File: src/rtl/sd_spi_engine_if.sv
// Command / read-back bus between the $C1Exxx read-to-trigger decoder and
// the SD SPI shift engine.
//   master : decoder side (drives CMD_*, HIGH_SPEED; reads status and RX data)
//   slave  : engine side
interface sd_spi_engine_if;
    logic        CMD_VALID;
    logic [1:0]  CMD_OP;
    logic [7:0]  CMD_DATA;
    logic        HIGH_SPEED;
    logic        BUSY;
    logic [7:0]  RX_BYTE;
    logic [15:0] RX_WORD;
    logic        RX_VALID;
    logic [7:0]  BURST_LEFT;
    logic [15:0] RX_CRC;

    modport master (
        output CMD_VALID, CMD_OP, CMD_DATA, HIGH_SPEED,
        input  BUSY, RX_BYTE, RX_WORD, RX_VALID, BURST_LEFT, RX_CRC
    );

    modport slave (
        input  CMD_VALID, CMD_OP, CMD_DATA, HIGH_SPEED,
        output BUSY, RX_BYTE, RX_WORD, RX_VALID, BURST_LEFT, RX_CRC
    );
endinterface

File: src/rtl/sd_spi_engine.sv
// SPI mode-0 shift engine for the cartridge SD port. Executes one-cycle
// decoder commands as byte (SEND) or word (BURST/NEXT) transfers, MSB first,
// and publishes received data atomically in the DONE cycle.
// Ports:
//   CLOCK_50 / nRESET      : clock, asynchronous active-low reset
//   bus (slave modport)    : command strobe/opcode/data, HIGH_SPEED, status,
//                            RX_BYTE/RX_WORD/RX_VALID, BURST_LEFT, RX_CRC
//   SPI_CLK/SPI_MOSI       : SD_CLK / SD_CMD (registered)
//   SPI_MISO               : SD_DAT
// Optional feature macro: SD_SPI_CRC16_EN (CRC16-CCITT over burst data;
// when undefined RX_CRC is tied to zero).
module sd_spi_engine #(
    parameter int unsigned SLOW_DIV = 30,
    parameter int unsigned FAST_DIV = 0
) (
    input  logic           CLOCK_50,
    input  logic           nRESET,
    sd_spi_engine_if.slave bus,
    output logic           SPI_CLK,
    output logic           SPI_MOSI,
    input  logic           SPI_MISO
);
    localparam int unsigned DIV_W  = 8;
    localparam int unsigned BIT_W  = 5;
    localparam int unsigned WORD_W = 16;
    localparam int unsigned BYTE_W = 8;

    localparam logic [1:0] ST_IDLE = 2'd0;
    localparam logic [1:0] ST_LOW  = 2'd1;
    localparam logic [1:0] ST_HIGH = 2'd2;
    localparam logic [1:0] ST_DONE = 2'd3;

    localparam logic [1:0] OP_SEND  = 2'b00;
    localparam logic [1:0] OP_NEXT  = 2'b01;
    localparam logic [1:0] OP_BURST = 2'b10;
    localparam logic [1:0] OP_ABORT = 2'b11;

    logic [1:0]        r_state, w_state;
    logic [DIV_W-1:0]  r_div, w_div;
    logic [DIV_W-1:0]  r_cnt, w_cnt;
    logic [BIT_W-1:0]  r_bits, w_bits;
    logic              r_word, w_word;
    logic              r_clk, w_clk;
    logic              r_busy, w_busy;
    logic              r_rx_valid, w_rx_valid;
    logic [WORD_W-1:0] r_tx, w_tx;
    logic [WORD_W-1:0] r_sr, w_sr;
    logic [WORD_W-1:0] r_rx_word, w_rx_word;
    logic [BYTE_W-1:0] r_rx_byte, w_rx_byte;
    logic [BYTE_W-1:0] r_burst_left, w_burst_left;
    logic              w_cnt_done;
    logic              w_start;
    logic              w_start_word;
    logic [BYTE_W-1:0] w_start_tx;

`ifdef SD_SPI_CRC16_EN
    logic [WORD_W-1:0] r_crc, w_crc;

    // CRC16-CCITT (poly 0x1021), one byte MSB first
    function automatic logic [WORD_W-1:0] crc16_byte(input logic [WORD_W-1:0] crc,
                                                     input logic [BYTE_W-1:0] data);
        logic [WORD_W-1:0] c;
        c = crc;
        for (int i = BYTE_W - 1; i >= 0; i--) begin
            c = {c[WORD_W-2:0], 1'b0} ^ ((c[WORD_W-1] ^ data[i]) ? 16'h1021 : 16'h0000);
        end
        return c;
    endfunction
`endif

    // Next-state and next-output logic
    always_comb begin
        w_state      = r_state;
        w_div        = r_div;
        w_cnt        = r_cnt;
        w_bits       = r_bits;
        w_word       = r_word;
        w_clk        = r_clk;
        w_busy       = r_busy;
        w_rx_valid   = 1'b0;
        w_tx         = r_tx;
        w_sr         = r_sr;
        w_rx_word    = r_rx_word;
        w_rx_byte    = r_rx_byte;
        w_burst_left = r_burst_left;
        w_start      = 1'b0;
        w_start_word = 1'b0;
        w_start_tx   = 8'hFF;
        w_cnt_done   = (r_cnt == r_div);
`ifdef SD_SPI_CRC16_EN
        w_crc        = r_crc;
`endif

        case (r_state)
            ST_IDLE: begin
                if (bus.CMD_VALID) begin
                    case (bus.CMD_OP)
                        OP_SEND: begin
                            w_start    = 1'b1;
                            w_start_tx = bus.CMD_DATA;
                        end
                        OP_BURST: begin
                            w_start      = 1'b1;
                            w_start_word = 1'b1;
                            w_burst_left = bus.CMD_DATA;
                        end
                        OP_NEXT: begin
                            if (r_burst_left != '0) begin
                                w_start      = 1'b1;
                                w_start_word = 1'b1;
                                w_burst_left = r_burst_left - BYTE_W'(1);
                            end
                        end
                        default: ;
                    endcase
                end
            end
            ST_LOW: begin
                w_cnt = r_cnt + DIV_W'(1);
                if (w_cnt_done) begin
                    // rising SCK: sample MISO on the same edge the clock goes high
                    w_cnt   = '0;
                    w_state = ST_HIGH;
                    w_clk   = 1'b1;
                    w_sr    = {r_sr[WORD_W-2:0], SPI_MISO};
                    w_bits  = r_bits - BIT_W'(1);
                end
            end
            ST_HIGH: begin
                w_cnt = r_cnt + DIV_W'(1);
                if (w_cnt_done) begin
                    w_cnt = '0;
                    w_clk = 1'b0;
                    if (r_bits == '0) begin
                        w_state    = ST_DONE;
                        w_tx       = '1;
                        w_rx_valid = 1'b1;
                        w_rx_byte  = r_sr[BYTE_W-1:0];
                        w_rx_word  = r_word ? r_sr : {r_rx_word[BYTE_W-1:0], r_sr[BYTE_W-1:0]};
`ifdef SD_SPI_CRC16_EN
                        if (r_word) begin
                            w_crc = crc16_byte(crc16_byte(r_crc, r_sr[WORD_W-1:BYTE_W]),
                                               r_sr[BYTE_W-1:0]);
                        end
`endif
                    end else begin
                        // falling SCK: next bit onto MOSI, refill with 1
                        w_state = ST_LOW;
                        w_tx    = {r_tx[WORD_W-2:0], 1'b1};
                    end
                end
            end
            ST_DONE: begin
                w_state = ST_IDLE;
                w_busy  = 1'b0;
            end
            default: w_state = ST_IDLE;
        endcase

        // Common transfer launch; DIV is frozen here for the whole transfer
        if (w_start) begin
            w_state = ST_LOW;
            w_busy  = 1'b1;
            w_cnt   = '0;
            w_clk   = 1'b0;
            w_word  = w_start_word;
            w_bits  = w_start_word ? BIT_W'(16) : BIT_W'(8);
            w_div   = bus.HIGH_SPEED ? DIV_W'(FAST_DIV) : DIV_W'(SLOW_DIV);
            w_tx    = {w_start_tx, 8'hFF};
`ifdef SD_SPI_CRC16_EN
            if (bus.CMD_OP == OP_BURST) begin
                w_crc = '0;
            end
`endif
        end

        // ABORT wins from any state and never publishes partial data
        if (bus.CMD_VALID && (bus.CMD_OP == OP_ABORT)) begin
            w_state      = ST_IDLE;
            w_busy       = 1'b0;
            w_cnt        = '0;
            w_clk        = 1'b0;
            w_tx         = '1;
            w_burst_left = '0;
            w_rx_valid   = 1'b0;
            w_rx_byte    = r_rx_byte;
            w_rx_word    = r_rx_word;
`ifdef SD_SPI_CRC16_EN
            w_crc        = '0;
`endif
        end
    end

    // State and output registers
    always_ff @(posedge CLOCK_50 or negedge nRESET) begin
        if (!nRESET) begin
            r_state      <= ST_IDLE;
            r_div        <= '0;
            r_cnt        <= '0;
            r_bits       <= '0;
            r_word       <= 1'b0;
            r_clk        <= 1'b0;
            r_busy       <= 1'b0;
            r_rx_valid   <= 1'b0;
            r_tx         <= '1;
            r_sr         <= '0;
            r_rx_word    <= '0;
            r_rx_byte    <= '0;
            r_burst_left <= '0;
`ifdef SD_SPI_CRC16_EN
            r_crc        <= '0;
`endif
        end else begin
            r_state      <= w_state;
            r_div        <= w_div;
            r_cnt        <= w_cnt;
            r_bits       <= w_bits;
            r_word       <= w_word;
            r_clk        <= w_clk;
            r_busy       <= w_busy;
            r_rx_valid   <= w_rx_valid;
            r_tx         <= w_tx;
            r_sr         <= w_sr;
            r_rx_word    <= w_rx_word;
            r_rx_byte    <= w_rx_byte;
            r_burst_left <= w_burst_left;
`ifdef SD_SPI_CRC16_EN
            r_crc        <= w_crc;
`endif
        end
    end

    assign SPI_CLK        = r_clk;
    assign SPI_MOSI       = r_tx[WORD_W-1];
    assign bus.BUSY       = r_busy;
    assign bus.RX_VALID   = r_rx_valid;
    assign bus.RX_BYTE    = r_rx_byte;
    assign bus.RX_WORD    = r_rx_word;
    assign bus.BURST_LEFT = r_burst_left;
`ifdef SD_SPI_CRC16_EN
    assign bus.RX_CRC     = r_crc;
`else
    assign bus.RX_CRC     = 16'h0000;
`endif
endmodule

File: src/flat_wrapper.sv
// flat-port wrapper written by rule: the top's interface ports become plain ports
module sd_spi_engine_flat 
#(
    parameter int unsigned SLOW_DIV = 30,
    parameter int unsigned FAST_DIV = 0
)
  (CLOCK_50, nRESET, SPI_CLK, SPI_MOSI, SPI_MISO, bus_CMD_VALID, bus_CMD_OP, bus_CMD_DATA, bus_HIGH_SPEED, bus_BUSY, bus_RX_BYTE, bus_RX_WORD, bus_RX_VALID, bus_BURST_LEFT, bus_RX_CRC);
  sd_spi_engine_if bus_i ();
  input  logic CLOCK_50;
  input  logic nRESET;
  output logic SPI_CLK;
  output logic SPI_MOSI;
  input  logic SPI_MISO;
  input wire logic [$bits(bus_i.CMD_VALID)-1:0] bus_CMD_VALID;
  input wire logic [$bits(bus_i.CMD_OP)-1:0] bus_CMD_OP;
  input wire logic [$bits(bus_i.CMD_DATA)-1:0] bus_CMD_DATA;
  input wire logic [$bits(bus_i.HIGH_SPEED)-1:0] bus_HIGH_SPEED;
  output wire logic [$bits(bus_i.BUSY)-1:0] bus_BUSY;
  output wire logic [$bits(bus_i.RX_BYTE)-1:0] bus_RX_BYTE;
  output wire logic [$bits(bus_i.RX_WORD)-1:0] bus_RX_WORD;
  output wire logic [$bits(bus_i.RX_VALID)-1:0] bus_RX_VALID;
  output wire logic [$bits(bus_i.BURST_LEFT)-1:0] bus_BURST_LEFT;
  output wire logic [$bits(bus_i.RX_CRC)-1:0] bus_RX_CRC;
  assign bus_i.CMD_VALID = bus_CMD_VALID;
  assign bus_i.CMD_OP = bus_CMD_OP;
  assign bus_i.CMD_DATA = bus_CMD_DATA;
  assign bus_i.HIGH_SPEED = bus_HIGH_SPEED;
  assign bus_BUSY = bus_i.BUSY;
  assign bus_RX_BYTE = bus_i.RX_BYTE;
  assign bus_RX_WORD = bus_i.RX_WORD;
  assign bus_RX_VALID = bus_i.RX_VALID;
  assign bus_BURST_LEFT = bus_i.BURST_LEFT;
  assign bus_RX_CRC = bus_i.RX_CRC;
  sd_spi_engine #(.SLOW_DIV(SLOW_DIV), .FAST_DIV(FAST_DIV)) u_core (.CLOCK_50(CLOCK_50), .nRESET(nRESET), .bus(bus_i), .SPI_CLK(SPI_CLK), .SPI_MOSI(SPI_MOSI), .SPI_MISO(SPI_MISO));
endmodule
File: config.mk
export PLATFORM = sky130hd
export DESIGN_NAME = sd_spi_engine_flat
export DESIGN_NICKNAME = d
export VERILOG_FILES = /design/src/rtl/sd_spi_engine_if.sv /design/src/rtl/sd_spi_engine.sv /design/src/flat_wrapper.sv
export SDC_FILE = /design/constraint.sdc
export NUM_CORES = 1
export LEC_CHECK = 0
export CORE_UTILIZATION = 53
export CTS_CLUSTER_SIZE = 24
export DETAILED_ROUTE_END_ITERATION = 16
export PLACE_DENSITY_LB_ADDON = 0.25
export SKIP_LAST_GASP = 1
export SLEW_MARGIN = 10
export SYNTH_ARGS = -nofsm -noshare
export SYNTH_HDL_FRONTEND = slang
export SYNTH_SLANG_ARGS = --single-unit
File: constraint.sdc
create_clock -name CLOCK_50 -period 3.1 [get_ports CLOCK_50]
set_clock_uncertainty 0.2 [all_clocks]
set_input_delay 0.31 -clock CLOCK_50 [delete_from_list [all_inputs] [get_ports CLOCK_50]]
set_output_delay 0.31 -clock CLOCK_50 [all_outputs]
set_load 0.01 [all_outputs]
After elaboration in Yosys (flattened, before gate mapping)
Cells that the tools add are included.
- register bits after elaboration: 91
- output and inout port bits: 52
- word-level logic and storage cells: 100
- add/sub/neg operators: 3
- eq/ne operators: 10
- muxes and demuxes: 48
- bitwise operators: 1
- reductions and logical operators: 25
- operator list (kind ; count):
    $mux W16 ; 6
    $mux W8 ; 11
    $mux W5 ; 5
    $mux W1 ; 16
    $pmux W8 S2 ; 1
    $reduce_bool A3 Y1 ; 5
    $mux W2 ; 5
    $add A8 B1 Y8 const B ; 1
    $eq A2 B2 Y1 const B ; 4
    $eq A8 B8 Y1 ; 1
    $ne A4 B1 Y1 const B ; 2
    $reduce_and A4 Y1 ; 2
    $reduce_bool A2 Y1 ; 4
    $reduce_bool A8 Y1 ; 1
    $sub A8 B1 Y8 const B ; 1
    $pmux W1 S2 ; 3
    $pmux W2 S3 ; 1
    $reduce_and A2 Y1 ; 3
    $reduce_and A3 Y1 ; 2
    $logic_not A5 Y1 ; 1
    $reduce_bool A5 Y1 ; 1
    $sub A5 B1 Y5 const B ; 1
    $eq A2 B1 Y1 const B ; 2
    $logic_not A2 Y1 ; 2
    other kinds (5) ; 6

Longest topological paths before layout
- depth in word-level cells: 7
- mapped depth: 8
- depth with buffers taken out: 7

Worst setup path after synthesis
Ideal clock, no wire load.
- kind: flip-flop to flip-flop
- from: reg u_core.r_burst_left[0] (netlist: u_core.bus.BURST_LEFT[0])
- to: reg u_core.r_burst_left[4] (netlist: u_core.bus.BURST_LEFT[4])
- arrival time: 2098 ps
- slack: 672 ps
- cell stages (with the launch flop): 9
- period minus slack after synthesis: 2428 ps
- path through: dfrtp_1 > inv_1 > ha_1 > or4b_4 > or4_1 > buf_2 > and4_1 > a21oi_1 > o21ai_0
- cells in the longest elaborated chain, start to end: 6
- elaborated cells between the ends (all ways): 9
- classes of those cells: add/sub: 1; eq/ne: 1; mux: 5; reduce/logical: 2
- RTL lines (element ; line ; text):
    start, declared ; sd_spi_engine.sv:50 ; logic [BYTE_W-1:0] r_burst_left, w_burst_left;
    start signal, assigned ; sd_spi_engine.sv:226 ; r_burst_left <= w_burst_left;
    $sub A8 B1 Y8 ; sd_spi_engine.sv:111 ; w_burst_left = r_burst_left - BYTE_W'(1);
    $mux W8 ; sd_spi_engine.sv:108 ; if (r_burst_left != '0) begin
    $pmux W8 S2 ; sd_spi_engine.sv:97 ; case (bus.CMD_OP)
    $mux W8 ; sd_spi_engine.sv:96 ; if (bus.CMD_VALID) begin
    $mux W8 ; sd_spi_engine.sv:94 ; case (r_state)
    $mux W8 ; sd_spi_engine.sv:178 ; if (bus.CMD_VALID && (bus.CMD_OP == OP_ABORT)) begin
Parallel ways exist; a longest one is shown, timed or not. The select of a mux whose other input is x is not followed.
A chain may end at the register's enable or synchronous reset.

Worst setup path after layout
Ends and elaborated chain as after synthesis.

==> impl_summary.txt <==
----------------------------------------------------
[Synthesis]
  Synth unique cells ... 58
  Proportion of synthesized flip-flops having asynchronous set or reset ... 100%
  Top cells by instance count after synthesis ... sky130_fd_sc_hd__dfrtp_1, sky130_fd_sc_hd__o21ai_0, sky130_fd_sc_hd__buf_4, sky130_fd_sc_hd__nand2_1, sky130_fd_sc_hd__nor2_1
  #FFs+latches synth ... 68
  Biggest area contributors in the synthesized netlist ... sky130_fd_sc_hd__dfrtp_1, sky130_fd_sc_hd__mux2_2, sky130_fd_sc_hd__dfstp_2, sky130_fd_sc_hd__o21ai_0, sky130_fd_sc_hd__buf_4
  Post-synth top area cell ... sky130_fd_sc_hd__dfrtp_1
  Fraction of post-synthesis cell area in the top cell type by area ... about two fifths
  Sequential element share of the synthesized area ... 46.7%
  Synthesis Warnings ... 0
  Post-Synthesis Cells ... 348
  Most used flip-flop cell after synthesis ... sky130_fd_sc_hd__dfrtp_1
  Most frequent cell after synthesis ... sky130_fd_sc_hd__dfrtp_1
  Synthesized area divided by synthesized cell count ... roughly 11 um2
  Number of synthesized flops with an enable pin ... 0
  Area of the mapped netlist ... 3670 um2

[STA]
  Worst slew slack as a fraction of its limit ... 52.0%
  Count of pins over their slew limit ... 0
  Final worst path period need ... between 2 and 3 ns
  Final-report hold violation count ... 0
  Unrepaired setup endpoints after global routing ... no
  Least-Margin Pin Slew ... around 0.7 ns
  Hold slack ... 0.280 ns
  Final total negative setup slack ... 0 ns
  Final period util ... 85.6%
  Number of endpoints failing setup at the final stage ... 0
  Timing-limited maximum frequency ... roughly 380 MHz

[Placed design]
  Cell area after placement ... 4100 um2
  Estimated wirelength of the detail-placed design ... 5.22 mm
  Number of buffer cells added on primary ports ... 50
  Routability cong. ... 0.867
  # placed instances ... 459

[Floorplan]
  Row count ... 29
  Number of placed I/O pins ... 67
  Width of the die ... 85.2 um
  Total core area ... around 6500 um2
  Initial standard-cell utilization of the core ... 56.4%
  Die Area ... 7250 um2
  Die Y-Extent ... 85.2 um

[Clock network]
  # resized after CTS ... 0
  Clock Path Buffers ... 2
  Buffer cell driving the clock tree root ... sky130_fd_sc_hd__clkbuf_8
  Clk_lat worst skew ... 0.33 ns
  Clock-pin slew on the worst setup and hold paths ... around 0.07 ns
  Number of buffers added by the clock tree synthesis step ... 9
  TritonCTS clock tree ... yes
  Post-CTS setup repair buffer count ... 0
  Post-CTS Hold Buffers ... 1
  Htree depth ... 3
  TritonCTS Sinks ... 68

[Critical path]
  Crit path arrival time ... 2.70 ns
  Crit-path max FO ... 8
  Maximum cell stage delay along the critical path ... 0.59 ns
  Required @ worst endpoint ... 3.15 ns
  Worst Setup End Kind ... flop
  Worst Setup Start Kind ... flop
  Critical-path top delay cell ... sky130_fd_sc_hd__or4_1
  Classification of the worst setup path ... flop to flop
  Critical Path, Cell by Cell ... inv_1, ha_1, or4b_4, or4_1, o211ai_4, o21ai_1, o21ai_0

[Routing]
  Final routed wirelength across all metal layers ... 7.35 mm
  Remaining number of nets flagged by the antenna check after routing ... 0
  First DRT Iteration DRCs ... ~180
  Detailed-route via count ... around 2700
  Vias per cell ... 5.65
  Detailed-route DRC error count ... 0
  Detailed-route wire length per cell ... 15.4 um
  Detailed-router iteration count before antenna repair ... 5

[Power]
  Overall Power ... 0.00377 W
  Worst VDD drop ... 534 uV
  P_leak ... 1.90 nW
  Total power density per cell area ... 870 nW/um2

[Global routing]
  Global route total overflow ... 0
  Overall global routing resource usage ... 22.4%
  Number of global-route vias before repair ... ~2700
  Antenna violations before repair ... 0
  Largest net degree at the start of global routing ... 31
  Wire length of the first global-routing pass ... 12.5 mm

[Final layout]
  Ant diodes ... 0
  Relative area change from synthesis to final layout ... 18.1%
  Total number of nets in the final design ... 421
  Share of post-route cells with drive strength above 1 ... around 17%
  Finished layout cell area ... 4330 um2
  Non-Filler Instances ... about 480

[Run status]
  Result of the run ... completed

[Min path]
  Class of the tightest hold or removal check ... flop to flop

[Flow run]
  Maxcap violations ... 0

----------------------------------------------------
-- worst max-delay path, delay by kind of cell (launching register included) --
kind | cells | cell delay, ns
simple gates | 2 | 1.08
fa+ha+maj | 1 | 0.21
compound gates | 3 | 0.57
buf+inv | 1 | 0.09
flops | 1 | 0.42
-- routing by layer --
layer	global-route usage [%]	share of wire, %	wire length [um]
met4	10.6	1.3	96
met5	0	0	0
met3	4.67	5.2	382
met1	29.1	44	3270
met2	36.1	49	3600
-- cell usage in the layout, fill, tap and decap left out, drive strengths merged, types with 2 or more instances in the layout --
cell type / instances
bufinv: 2
or4: 3
o211ai: 5
clkdlybuf4s50: 49
o22ai: 9
a21oi: 14
clkinv: 2
and3: 3
mux2i: 8
or4b: 2
nand4: 3
nor2: 25
a31oi: 2
xnor2: 3
clkbuf: 10
a21o: 2
dfrtp: 60
nand2: 24
buf: 5
and3b: 2
a32o: 3
ha: 12
inv: 11
nand3: 7
nor2b: 5
nand2b: 2
nor3: 6
nor4: 4
o21ai: 45
a41oi: 2
mux2: 25
dfstp: 8
clkinvlp: 2
conb: 16
xor2: 4
-- power by group --
group	internal, W	switching, W	leakage [nW]	total, W
combinational	0.000740	0.000820	0.912	0.00156
clock	0.000453	0.000341	0.102	0.000794
sequential	0.00116	0.000249	0.888	0.00141
total	0.00236	0.00141	1.90	0.00377
-- stage by stage --
stage                     setup WS (ns)  util, %
after floorplan                   0.672        -
after global placement            0.522     63.2
after detailed placement          0.487     63.2
after CTS                         0.458     66.7
after global routing              0.333     66.7
final                             0.445     66.7
-- worst paths after layout --
| kind | end | slack (ns) | cells after the start | from |
|---|---|---|---|---|
| hold reg to reg | u_core.bus.RX_WORD[13] | 0.28 | 2 | u_core.bus.RX_WORD[13] |
| setup reg to reg | u_core.bus.BURST_LEFT[4] | 0.44 | 7 | u_core.bus.BURST_LEFT[0] |
| min in group asynchronous | u_core.r_cnt[2] | 0.37 | 2 | nRESET |
| setup / recovery | u_core.bus.BURST_LEFT[4] | 0.44 | 7 | u_core.bus.BURST_LEFT[0] |
| hold / removal | u_core.bus.RX_WORD[13] | 0.28 | 2 | u_core.bus.RX_WORD[13] |
| max in group asynchronous | u_core.r_tx[11] | 1.51 | 3 | nRESET |
-- cells by family after synthesis --
group           synth area share (%)
compound gates                  15.5
xor+xnor                        1.67
fa+ha+maj                       4.10
buf+inv                         7.68
flops                           46.7
mux                             10.3
other cells                    0.102
simple gates                    14.0
-- registers in the layout, summed over array words and instances (netlist names), 2 cells and up --
name	flops
u_core.r_cnt	8
u_core.bus.RX_WORD	9
u_core.r_sr	16
u_core.r_tx	8
u_core.bus.BURST_LEFT	8
u_core.r_bits	5
u_core.bus.RX_BYTE	7
u_core.r_state	2
-- final cells by class --
type                       count  area, um2
multi-input combinational    249       1730
inverter                      11       41.3
sequential                    68       1710
tap                           77       96.3
timing repair buffer          55        536
clock buffer                  10        128
clock inverter                 6       88.8
fill                         495       2160
(Power assumes the default switching activity.)
